## src/rtl/chess_clock_pkg.sv

```systemverilog
// Shared widths, limits, state encoding and saturating arithmetic for the chess clock core.
package chess_clock_pkg;

  localparam int TIME_W = 12;
  localparam logic [TIME_W-1:0] TIME_MAX = 12'd4095;

  typedef enum logic [1:0] {
    ST_IDLE    = 2'd0,
    ST_RUN     = 2'd1,
    ST_PAUSED  = 2'd2,
    ST_FLAGGED = 2'd3
  } state_t;

  // Adds an increment to a time value, clamping at TIME_MAX instead of wrapping.
  function automatic logic [TIME_W-1:0] sat_add(input logic [TIME_W-1:0] t,
                                                input logic [TIME_W:0]   inc);
    logic [TIME_W+1:0] sum;
    sum = {2'b00, t} + {1'b0, inc};
    if (sum > {2'b00, TIME_MAX}) begin
      return TIME_MAX;
    end else begin
      return sum[TIME_W-1:0];
    end
  endfunction

endpackage

```

## src/rtl/sec_prescaler.sv

```systemverilog
// Divides the system clock down to a one-cycle tick per second of run time.
module sec_prescaler #(
  parameter int CLK_HZ = 50_000_000
) (
  input  logic clk,
  input  logic rst_n,
  input  logic en,
  input  logic clr,
  output logic tick
);

  localparam int CNT_W = $clog2(CLK_HZ);
  localparam logic [CNT_W-1:0] CNT_LAST = CNT_W'(CLK_HZ - 1);

  logic [CNT_W-1:0] cnt_r;

  assign tick = en && (cnt_r == CNT_LAST);

  // Cycle counter: clear has priority, otherwise counts only while enabled.
  always_ff @(posedge clk) begin
    if (!rst_n) begin
      cnt_r <= '0;
    end else if (clr) begin
      cnt_r <= '0;
    end else if (en) begin
      cnt_r <= tick ? '0 : cnt_r + 1'b1;
    end else begin
      cnt_r <= cnt_r;
    end
  end

endmodule

```

## src/rtl/chess_clock_core.sv

```systemverilog
// Two-player chess clock: per-player countdown, turn switching with increment, sticky flags.
module chess_clock_core
  import chess_clock_pkg::*;
#(
  parameter int CLK_HZ       = 50_000_000,
  parameter int DEFAULT_TIME = 300,
  parameter int INC_SEC      = 0
) (
  input  logic        clk,
  input  logic        rst_n,
  input  logic        start,
  input  logic        pause,
  input  logic        press_a,
  input  logic        press_b,
  input  logic        load,
  input  logic [11:0] load_sec,
  output logic [11:0] time_a,
  output logic [11:0] time_b,
  output logic [11:0] time_active,
  output logic        turn,
  output logic        running,
  output logic        flag_a,
  output logic        flag_b
);

  localparam logic [TIME_W-1:0] DEF_T = TIME_W'(DEFAULT_TIME);
  localparam logic [TIME_W:0]   INC_CLAMP = (INC_SEC > 4095) ? 13'd4095 : 13'(INC_SEC);

  state_t            state_r;
  logic              tick_s;
  logic              pre_en_s;
  logic              pre_clr_s;
  logic              valid_press_s;
  logic              flag_hit_s;
  logic              load_ok_s;
  logic [TIME_W-1:0] dec_s;
  logic [TIME_W-1:0] run_time_s;

  assign time_active   = turn ? time_b : time_a;
  assign valid_press_s = turn ? press_b : press_a;
  assign flag_hit_s    = tick_s && (time_active == 12'd1);
  assign load_ok_s     = load && (load_sec != 12'd0);
  assign dec_s         = tick_s ? (time_active - 12'd1) : time_active;
  assign run_time_s    = valid_press_s ? sat_add(dec_s, INC_CLAMP) : dec_s;

  // The prescaler keeps its count while paused so a resumed second is not lost.
  assign pre_en_s  = (state_r == ST_RUN);
  assign pre_clr_s = ((state_r == ST_IDLE) && start) ||
                     ((state_r == ST_RUN) && valid_press_s && !flag_hit_s);

  sec_prescaler #(.CLK_HZ(CLK_HZ)) u_prescaler (
    .clk   (clk),
    .rst_n (rst_n),
    .en    (pre_en_s),
    .clr   (pre_clr_s),
    .tick  (tick_s)
  );

  // Game FSM with both time registers, turn and flags.
  always_ff @(posedge clk) begin
    if (!rst_n) begin
      state_r <= ST_IDLE;
      time_a  <= DEF_T;
      time_b  <= DEF_T;
      turn    <= 1'b0;
      running <= 1'b0;
      flag_a  <= 1'b0;
      flag_b  <= 1'b0;
    end else begin
      case (state_r)
        ST_IDLE: begin
          if (load_ok_s) begin
            time_a <= load_sec;
            time_b <= load_sec;
          end
          if (start) begin
            state_r <= ST_RUN;
            running <= 1'b1;
          end
        end
        ST_RUN: begin
          if (flag_hit_s) begin
            // Expiry beats a same-cycle press: no increment, no turn change.
            if (turn) begin
              time_b <= 12'd0;
              flag_b <= 1'b1;
            end else begin
              time_a <= 12'd0;
              flag_a <= 1'b1;
            end
            state_r <= ST_FLAGGED;
            running <= 1'b0;
          end else begin
            if (turn) begin
              time_b <= run_time_s;
            end else begin
              time_a <= run_time_s;
            end
            if (valid_press_s) begin
              turn <= ~turn;
            end
            if (pause) begin
              state_r <= ST_PAUSED;
              running <= 1'b0;
            end
          end
        end
        ST_PAUSED: begin
          if (load_ok_s) begin
            time_a  <= load_sec;
            time_b  <= load_sec;
            state_r <= ST_IDLE;
          end else if (start) begin
            state_r <= ST_RUN;
            running <= 1'b1;
          end
        end
        ST_FLAGGED: begin
          if (load_ok_s) begin
            time_a  <= load_sec;
            time_b  <= load_sec;
            flag_a  <= 1'b0;
            flag_b  <= 1'b0;
            turn    <= 1'b0;
            state_r <= ST_IDLE;
          end
        end
        default: begin
          state_r <= ST_IDLE;
          running <= 1'b0;
        end
      endcase
    end
  end

endmodule
```

## config.mk

```make
export PLATFORM = sky130hd
export DESIGN_NAME = chess_clock_core
export DESIGN_NICKNAME = d
export VERILOG_FILES = /design/src/rtl/chess_clock_pkg.sv /design/src/rtl/sec_prescaler.sv /design/src/rtl/chess_clock_core.sv
export SDC_FILE = /design/constraint.sdc
export NUM_CORES = 1
export LEC_CHECK = 0
export CORE_MARGIN = 5
export CORE_UTILIZATION = 40
export CTS_CLUSTER_SIZE = 25
export DETAILED_ROUTE_END_ITERATION = 6
export SETUP_SLACK_MARGIN = 0.2
export SLEW_MARGIN = 20
export SYNTH_ARGS = -nofsm -noshare
export SYNTH_HDL_FRONTEND = slang
export SYNTH_SLANG_ARGS = --single-unit
```

## constraint.sdc

```tcl
create_clock -name clk -period 5.6 [get_ports clk]
set_input_delay 1.68 -clock clk [delete_from_list [all_inputs] [get_ports clk]]
set_output_delay 1.68 -clock clk [all_outputs]
set_load 0.05 [all_outputs]
```

==> metrics.txt <==
ys flop type dfxtp_1; sw power 397.4 uW; crit path time final 4.430 ns; Total GRT Usage 19.47%; Setup crit start kind register; Fin Hold WS 0.4927 ns; RSZ-0062 raised after global routing no; first-pass iteration count of the detailed router 5; Port Buf Inserts 58; setup bufs post-CTS 0; CP Max Fanout 24; Clk Latency, worst-skew pair 0.32 ns; Synth Warn # 0; Post-synth EDFFs 0; max_slew headroom 30.77%; residual DRC count 0; total congestion overflow 0; maximum number of pins on one net before global-route repair 29; worst hold path class reg2reg; Post-DP Area 0.003867 mm2; asr flop ratio synth 0%; Die Area 0.01001 mm2; Sequential Power Share 44.4%; # setup viols final 0; Worst Setup End Kind output pin; most common cell after layout, fill and taps aside clkdlybuf4s50_1; layout cells sized above 1 6.982%; Root Driver clkbuf_8; Clock Skew 0.01592 ns; Setup WS post-layout 1.170 ns; initial antenna violation count 0; area grow syn2layout 22.22%; average wire per standard cell 17.73 um; via count 3181; register area share after synthesis 34.57%; CTS tree done; Initial Util 41.54%; commonest non-fill, non-tap cells in the layout clkdlybuf4s50_1 (58), dfxtp_1 (56), nor2_1 (46); clk sink count 56; Via density 5.826; Post-CTS Resized 0; chip width 100.0 um; global-route wire length before repair 15830 um; RD Place Congestion 0.8732; WS Path Type reg2out; Final Hold Viols 0; Synth Register Bits 56; FILL cells 781; Power Density 258.0 mW/mm2; Combinational Power Share 32.0%; Max Cap Viol 0; hold_buf cts 0; syn avg cell area 8.169 um2; register area 0.001121 mm2; I/O pin count 59; Worst VDD drop 146.3 uV; cts bufs inserted 5; H-tree Lvls 2; DP HPWL 7096 um; setup TNS 0 ns; core area 0.007807 mm2; diode count 0; CTS Buffer Depth 2; Slew @ Worst Pin 1.037 ns; Cell Area, Synth 0.003243 mm2; status completed; Internal Dissipation 625.1 uW; Starting DRT DRC Count 244; pre-CTS WS 1.574 ns; critical path data arrival time 2.75 ns; count of cell types in the netlist 62; Clock power frac 23.6%; Die Ht 100.0 um; Leakage 0.001349 uW; post-layout util 50.77%; Multi-input gate area 0.001956 mm2; Max Clock Freq 225.7 MHz; Syn Nets 419; Worst Path Required 3.92 ns; Final Max Tran Viols 0; Mapped Cells 397; NumNets Final 465; clock-pin slew on the worst setup and hold paths 0.11 ns; Net Sw Frac 38.86%; Routed WL 9682 um; Final ANT Viol Nets 0; final worst-path cycle share 79.11%; FP Rows 32; number of global-route vias before repair 2978; final cell area excluding filler cells 0.003964 mm2
[worst max-delay path, stage by stage, from the launching register on]
cell	delay, ns
dfxtp_1	1.02
buf_4	0.35
mux2i_1	0.28
inv_1	0.07
clkdlybuf4s50_1	0.70
[Yosys cell counts (3+ instances only)]
cell type	count	area, um2
o211ai_1	4	30.03
mux2i_1	12	120.1
a21oi_1	13	65.06
o311a_1	4	40.04
mux2_2	4	45.04
o22ai_1	5	31.28
ha_1	3	37.54
o21ai_0	15	75.07
or3_1	4	25.02
and3_1	9	56.30
nand3_1	26	130.1
o41ai_1	3	26.28
o21ai_1	7	35.03
buf_4	3	22.52
nor3b_1	7	52.55
dfxtp_1	56	1121
xor2_1	20	175.2
a211oi_1	3	22.52
inv_1	12	45.04
nor4_1	9	56.30
nand4_1	14	87.58
o31ai_1	4	30.03
nor3_1	8	40.04
nor2_1	46	172.7
clkbuf_1	11	41.29
a21boi_0	4	30.03
nor4_2	3	37.54
xnor2_1	5	43.79
nor4b_1	6	52.55
o21a_1	4	30.03
nand2_1	28	105.1
buf_2	6	30.03
nand2b_1	5	31.28
[power by group through the flow]
stage          sequential [uW]  clock, uW  combinational (uW)
2_1_floorplan              517          0                 157
3_3_place_gp               462          0                 325
3_5_place_dp               461          0                 326
4_1_cts                    453        248                 327
5_1_grt                    457        265                 347
6_report                   454        241                 327
[final timing paths]
kind / from / slack, ns / cells past startpoint / endpoint
setup / recovery: turn$_SDFFE_PN0P_ / 1.17 / 4 / time_active[9]
hold / removal: time_b[11]$_SDFFE_PN0P_ / 0.49 / 2 / time_b[11]$_SDFFE_PN0P_
setup reg to reg: turn$_SDFFE_PN0P_ / 2.07 / 7 / time_a[1]$_SDFFE_PN0P_
hold reg to reg: time_b[11]$_SDFFE_PN0P_ / 0.49 / 2 / time_b[11]$_SDFFE_PN0P_
[layout make-up]
type	instances	area share, %
Clock buffer	5	1.736
Clock inverter	3	0.6944
Inverter	12	1.136
Multi-Input combinational cell	305	49.34
Sequential cell	56	28.28
Tap cell	102	3.220
Timing Repair Buffer	63	15.59
[sequential cells by signal (all words and copies together) (netlist names)]
name	cells
u_prescaler.cnt_r	26
flag_a	1
time_a	12
flag_b	1
time_b	12
running	1
turn	1
state_r	2
[per-layer routing]
metal	GRT usage (%)	up-vias	share of wire [%]
met5	0	-	0
met1	28.69	1497	49
met4	5.181	0	1.2
met2	28.99	126	43
met3	3.683	10	6.5
li1	-	1548	-
[kinds of logic (layout without fill, tap and decap cells)]
group	Yosys count	after routing	synth area share [%]
compound gates	83	83	17.48
simple gates	177	177	29.32
buf+inv	36	83	5.208
xor+xnor	25	25	6.752
mux	17	17	5.517
fa+ha+maj	3	3	1.158
flops	56	56	34.57
[through the flow]
stage                     power (uW)  std cells
after floorplan                673.4        397
after global placement         787.0        538
after detailed placement       787.2        538
after CTS                       1028        546
after global routing            1069        546
final                           1023        546
Note: power is estimated with default switching activity, not from simulation.
